File: src/rtl/serial_equality_pkg.sv
// Shared types and helpers for the bit-serial equality comparator.
package serial_equality_pkg;

  typedef enum logic {
    COLLECT = 1'b0,
    RESULT  = 1'b1
  } state_t;

  // Mismatch-index width; a 1-bit word still needs a 1-bit index port.
  function automatic int idx_w(input int width);
    return (width > 1) ? $clog2(width) : 1;
  endfunction

endpackage

File: src/rtl/serial_equality.sv
// Bit-serial a==b comparator: collects WIDTH LSB-first bit pairs, then holds
// an equal flag and the lowest mismatching bit index until the consumer takes it.
module serial_equality
  import serial_equality_pkg::*;
#(
  parameter  int WIDTH = 5,
  localparam int IDX_W = idx_w(WIDTH)
) (
  input  logic             clk,
  input  logic             rst,
  input  logic             in_valid,
  output logic             in_ready,
  input  logic             in_a,
  input  logic             in_b,
  output logic             out_valid,
  input  logic             out_ready,
  output logic             out_equal,
  output logic [IDX_W-1:0] out_first_diff
);

  state_t           state, state_nxt;
  logic [IDX_W-1:0] cnt;
  logic [IDX_W-1:0] first_diff;
  logic             match;
  logic             in_fire, out_fire, last_beat;

  assign in_fire   = in_valid && (state == COLLECT);
  assign out_fire  = out_ready && (state == RESULT);
  assign last_beat = (cnt == IDX_W'(WIDTH - 1));

  always_ff @(posedge clk) begin
    if (rst) state <= COLLECT;
    else     state <= state_nxt;
  end

  always_comb begin
    state_nxt = state;
    case (state)
      COLLECT: if (in_fire && last_beat) state_nxt = RESULT;
      RESULT:  if (out_fire)             state_nxt = COLLECT;
      default:                           state_nxt = COLLECT;
    endcase
  end

  // Handshake flags come from state alone; result outputs gate registered data.
  always_comb begin
    in_ready       = (state == COLLECT);
    out_valid      = (state == RESULT);
    out_equal      = (state == RESULT) && match;
    out_first_diff = (state == RESULT) ? first_diff : '0;
  end

  always_ff @(posedge clk) begin
    if (rst) begin
      cnt        <= '0;
      match      <= 1'b1;
      first_diff <= '0;
    end else if (in_fire) begin
      cnt <= last_beat ? '0 : cnt + IDX_W'(1);
      // Only the first mismatch is recorded; match clearing locks first_diff.
      if ((in_a != in_b) && match) begin
        match      <= 1'b0;
        first_diff <= cnt;
      end
    end else if (out_fire) begin
      match      <= 1'b1;
      first_diff <= '0;
    end
  end

endmodule

File: config.mk
export PLATFORM = sky130hd
export DESIGN_NAME = serial_equality
export DESIGN_NICKNAME = d
export VERILOG_FILES = /design/src/rtl/serial_equality_pkg.sv /design/src/rtl/serial_equality.sv
export SDC_FILE = /design/constraint.sdc
export NUM_CORES = 1
export LEC_CHECK = 0
export CORE_AREA = 2 2 39 41
export CTS_CLUSTER_DIAMETER = 100
export DETAILED_ROUTE_END_ITERATION = 8
export DIE_AREA = 0 0 41 43
export GPL_TIMING_DRIVEN = 0
export HOLD_SLACK_MARGIN = 0.03
export PLACE_DENSITY_LB_ADDON = 0.15
export SYNTH_ARGS = -nofsm -noshare
export SYNTH_HDL_FRONTEND = slang
export SYNTH_SLANG_ARGS = --single-unit
File: constraint.sdc
create_clock -name clk -period 1.9 [get_ports clk]
set_input_delay 0.38 -clock clk [delete_from_list [all_inputs] [get_ports clk]]
set_output_delay 0.38 -clock clk [all_outputs]
set_load 0.02 [all_outputs]
=== Word level (Yosys, flattened, before mapping) ===
Cells that the tools add are included.

* Bits in read-only memories: 0
* Bits in writable memories: 0
* Word-level logic and storage cells: 27
* Flip-flop bits (word level): 8
* Bits in latches: 0
* Output and inout bits: 6
* Memories: 0

* Shift-type cells: 0
* Reduce and logical (&&, ||, !) cells: 7
* Equality and inequality tests: 3
* Bitwise operators: 1
* Multiplexer cells: 11
* Order comparisons: 0
* Divide/modulo/power cells: 0
* Add/subtract/negate cells: 1
* Multiply operators: 0

{| class="wikitable"
|+ Operators by type and width
! cell !! number
|-
| 3-bit two-way mux || 5
|-
| 1-bit logical AND || 5
|-
| 1-bit two-way mux || 5
|-
| 3-bit by 1-bit adder with 3-bit output, second input constant || 1
|-
| 3-bit equality test, second input constant || 1
|-
| 2-bit by 1-bit != test with 1-bit output, second input constant || 1
|-
| 1-bit one-hot mux with 2 select lines || 1
|-
| 2-bit AND reduction || 1
|-
| 2-bit nonzero test || 1
|-
| 1-bit != test || 1
|-
| 1-bit inverter || 1
|}

=== Depth between registers and ports, before layout ===
* Word-level depth: 5
* Gate-level depth with buffers: 5
* Mapped depth without buffers: 5

=== Least setup slack after synthesis ===
OpenSTA, ideal clock, no wires.

* Path kind: reg2out
* From: register state (netlist: out_valid)
* To: output port out_equal
* Path slack: 0.717 ns
* Data arrival time: 0.803 ns
* Stages on the path, launching flop included: 2
* Data required time: 1.520 ns
* Buffers on the path: 0
* Cell sequence: dfxtp_1 and2_1

* Word-level cells in the longest chain between the ends: 1

{| class="wikitable"
|+ RTL lines
! element !! line !! text
|-
| start, declared || serial_equality.sv:21 || <nowiki>state_t state, state_nxt;</nowiki>
|-
| start signal, assigned || serial_equality.sv:33 || <nowiki>else state <= state_nxt;</nowiki>
|-
| 1-bit logical AND || serial_equality.sv:49 || <nowiki>out_equal = (state == RESULT) && match;</nowiki>
|-
| end, declared || serial_equality.sv:17 || <nowiki>output logic out_equal,</nowiki>
|}

No other way between the ends.

=== Worst setup path after layout ===
* From: register state (netlist: out_valid)
* To: output port out_first_diff[2]

* Word-level cells in the longest chain between the ends: 1

{| class="wikitable"
|+ RTL lines
! element !! line !! text
|-
| 3-bit two-way mux || serial_equality.sv:50 || <nowiki>out_first_diff = (state == RESULT) ? first_diff : '0;</nowiki>
|-
| end, declared || serial_equality.sv:18 || <nowiki>output logic [IDX_W-1:0] out_first_diff</nowiki>
|}

No other way between the ends.

==> results by group <==
Outcome
  • Status: completed

Global route
  • GRT Overall Usage: 12.0%
  • Vias in the first global route: 333
  • Met2 Track Usage GR: between 10% and 20%
  • Initial antenna violation count: 0
  • Met1 track demand over resource: 15.6%
  • Largest net degree at the start of global routing: 11
  • Met3 Use GR: 7.85%
  • Gr busiest metal: met2
  • First-pass GRT wire length: 1410 um
  • Total grt overflow: 0

Clock network
  • CTS tree: done
  • Hold buffer count at CTS: 0
  • Htree depth: 1
  • Clk buf depth: 2
  • Clock slew at reported path FFs: ~0.050 ns
  • Clk sinks: 8
  • TritonCTS Buffers: 3
  • Clock Latency Late Sink: around 0.25 ns
  • CTS Root Cell: clkbuf_4

Placed design
  • Routability cong.: roughly 0.64
  • Pre-CTS WS: about 0.25 ns
  • Port bufs: 10
  • Placed insts: 72
  • DP HPWL: 647 um

Route
  • First-pass DRT Iterations: 4
  • Drt initial violations: 10
  • DRC viols: 0
  • DR vias: 371
  • Routed len/inst: 11.0 um
  • Final wirelength: 826 um
  • Antenna-violating nets left: 0
  • DR vias/cell: a little under 5

Worst setup path
  • CP required: 1.52 ns
  • Crit path kind: flop to primary output
  • Crit start category: flop
  • Slowest stage delay, CP: 0.60 ns
  • CP max-delay cell: clkdlybuf4s50_1
  • Worst-path fanout max: 10
  • Worst-path cell chain: and2_1 -> clkdlybuf4s50_1
  • CP endpoint kind: primary output
  • Crit path DAT: 1.40 ns

Finish
  • Share of layout cells above drive strength 1: 10.2%
  • Most frequent cells in the layout: 10 x clkdlybuf4s50_1, 7 x dfxtp_1, 5 x inv_1, 5 x nand2_1, 4 x and2_1
  • Nets@finish: 69
  • Commonest non-fill, non-tap cell in the layout: clkdlybuf4s50_1
  • Antenna diodes: 0
  • Finished Layout Cells: 75
  • Synth-to-Final Area Change: 35.2%
  • Post-layout util: between 30% and 40%
  • Filler cells: 141
  • Area used by multi-input combinational logic: ~230 um^2
  • FF/Latch Area: 161 um^2

Die
  • I/O pins: 12
  • Starting Density: 29.6%
  • Total die area: 1760 um^2
  • Die width: about 40 um
  • Die H: 43 um
  • Core region area: 1380 um^2
  • Row count: 14

Yosys
  • Synth Cell Area: ~400 um^2
  • Sequential fraction of the synthesis area: about 39%
  • Syn nets: 54
  • Synth warnings: 0
  • Syn avg cell area: 8.89 um^2
  • Post-Synthesis Cells: between 40 and 50
  • Yosys cell types: 17
  • Number of synthesized register bits: 8

STA
  • Min Tclk post-route: 1.78 ns
  • Clock skew: about 0.0039 ns
  • Setup Total Neg Slack: 0 ns
  • Final setup vio count: 0
  • Achievable frequency: 561 MHz
  • Relative slew margins: between 70% and 80%
  • Least-Margin Pin Slew: 0.335 ns
  • Final-report hold violation count: 0
  • RSZ-0062 raised after global routing: false
  • Final WS setup: 0.119 ns
  • Slew Limit Fails: 0
  • Fin crit share: 93.8%

Min path
  • Hold WC Path Type: primary input to flop

Power
  • Pwr dens: around 640 nW/um^2
  • Power consumption: between 300 and 400 uW
  • Leak: 0.000208 uW
  • Max IR drop VDD: 0.479 mV

Job
  • Maxcap violations: 0
## worst paths after layout
kind,from,end,slack [ns],cells past startpoint
worst max-delay path,out_valid$_SDFF_PP0_,out_first_diff[2],0.12,2
worst min-delay path,rst,out_valid$_SDFF_PP0_,0.46,2
worst max register to register,cnt[0]$_SDFFE_PP0P_,out_valid$_SDFF_PP0_,0.85,5
worst min register to register,first_diff[0]$_SDFFE_PP0P_,first_diff[0]$_SDFFE_PP0P_,0.48,2
## power by group
| group | total [uW] | internal (uW) | switching [uW] |
|---|---|---|---|
| Sequential | 180 | 174 | 5.36 |
| Clock | 128 | 72.1 | 55.6 |
| Combinational | 45.4 | 20.9 | 24.5 |
## repair_timing
item | in CTS | in global routing
resized for setup | 1 | 0
setup buffers | 0 | 0
endpoints found under the setup margin | 4 | 0
## synthesized netlist by cell type
cell type  n  share of area (%)
ha_1       2                6.1
dfxtp_1    8                 39
nor2_1     2                1.8
nand2b_1   1                1.5
nor2b_1    1                1.5
nand3_1    3                3.7
inv_1      5                4.6
xnor2_2    1                4.0
o21ai_0    2                2.4
nand3b_4   1                4.9
a21oi_1    3                3.7
o2111ai_1  3                6.4
buf_1      1               0.92
o22a_1     1                2.1
and2_1     4                6.1
o41ai_1    3                6.4
nand2_1    5                4.6
## flip-flops by register name (all words and copies together), names as in the netlist
register,count
cnt,3
first_diff,3
match,1
out_valid,1
## layout make-up
class	instances	area share, %
plain buffers	1	0.679
clock buffers	3	4.07
inverters	5	3.39
multi-input cells	32	41.0
well taps	16	3.62
repair buffers	10	18.1
flip-flops and latches	8	29.2
## metrics by stage
stage	instance area [um^2]	hold WS [ns]
after floorplan	409	0.451
after global placement	529	0.470
after detailed placement	529	0.479
after CTS	553	0.465
after global routing	553	0.482
final	553	0.462
## worst max-delay path: cells and delay by family (launching register included)
family,cells,cell delay (ns)
buffers and inverters,1,0.60
DFF,1,0.41
and+or+nand+nor,1,0.14
## layer usage
layer,share of wire (%),up-vias,wire length [um]
met5,0,-,0
met4,0,0,0
met3,7.0,0,58
met2,49,9,406
met1,44,171,361
li1,-,191,-
## cells by family (layout without fill, tap and decap cells)
| family | after synthesis | count (layout) | synth area share (%) |
|---|---|---|---|
| and+or+nand+nor | 17 | 17 | 24.2 |
| AOI/OAI and AO/OA | 12 | 12 | 21.1 |
| DFF | 8 | 8 | 39.1 |
| buffers and inverters | 6 | 19 | 5.50 |
| adders and majority gates | 2 | 2 | 6.12 |
| xor gates and xnor gates | 1 | 1 | 3.98 |
Power figures use the tool's default switching activity.
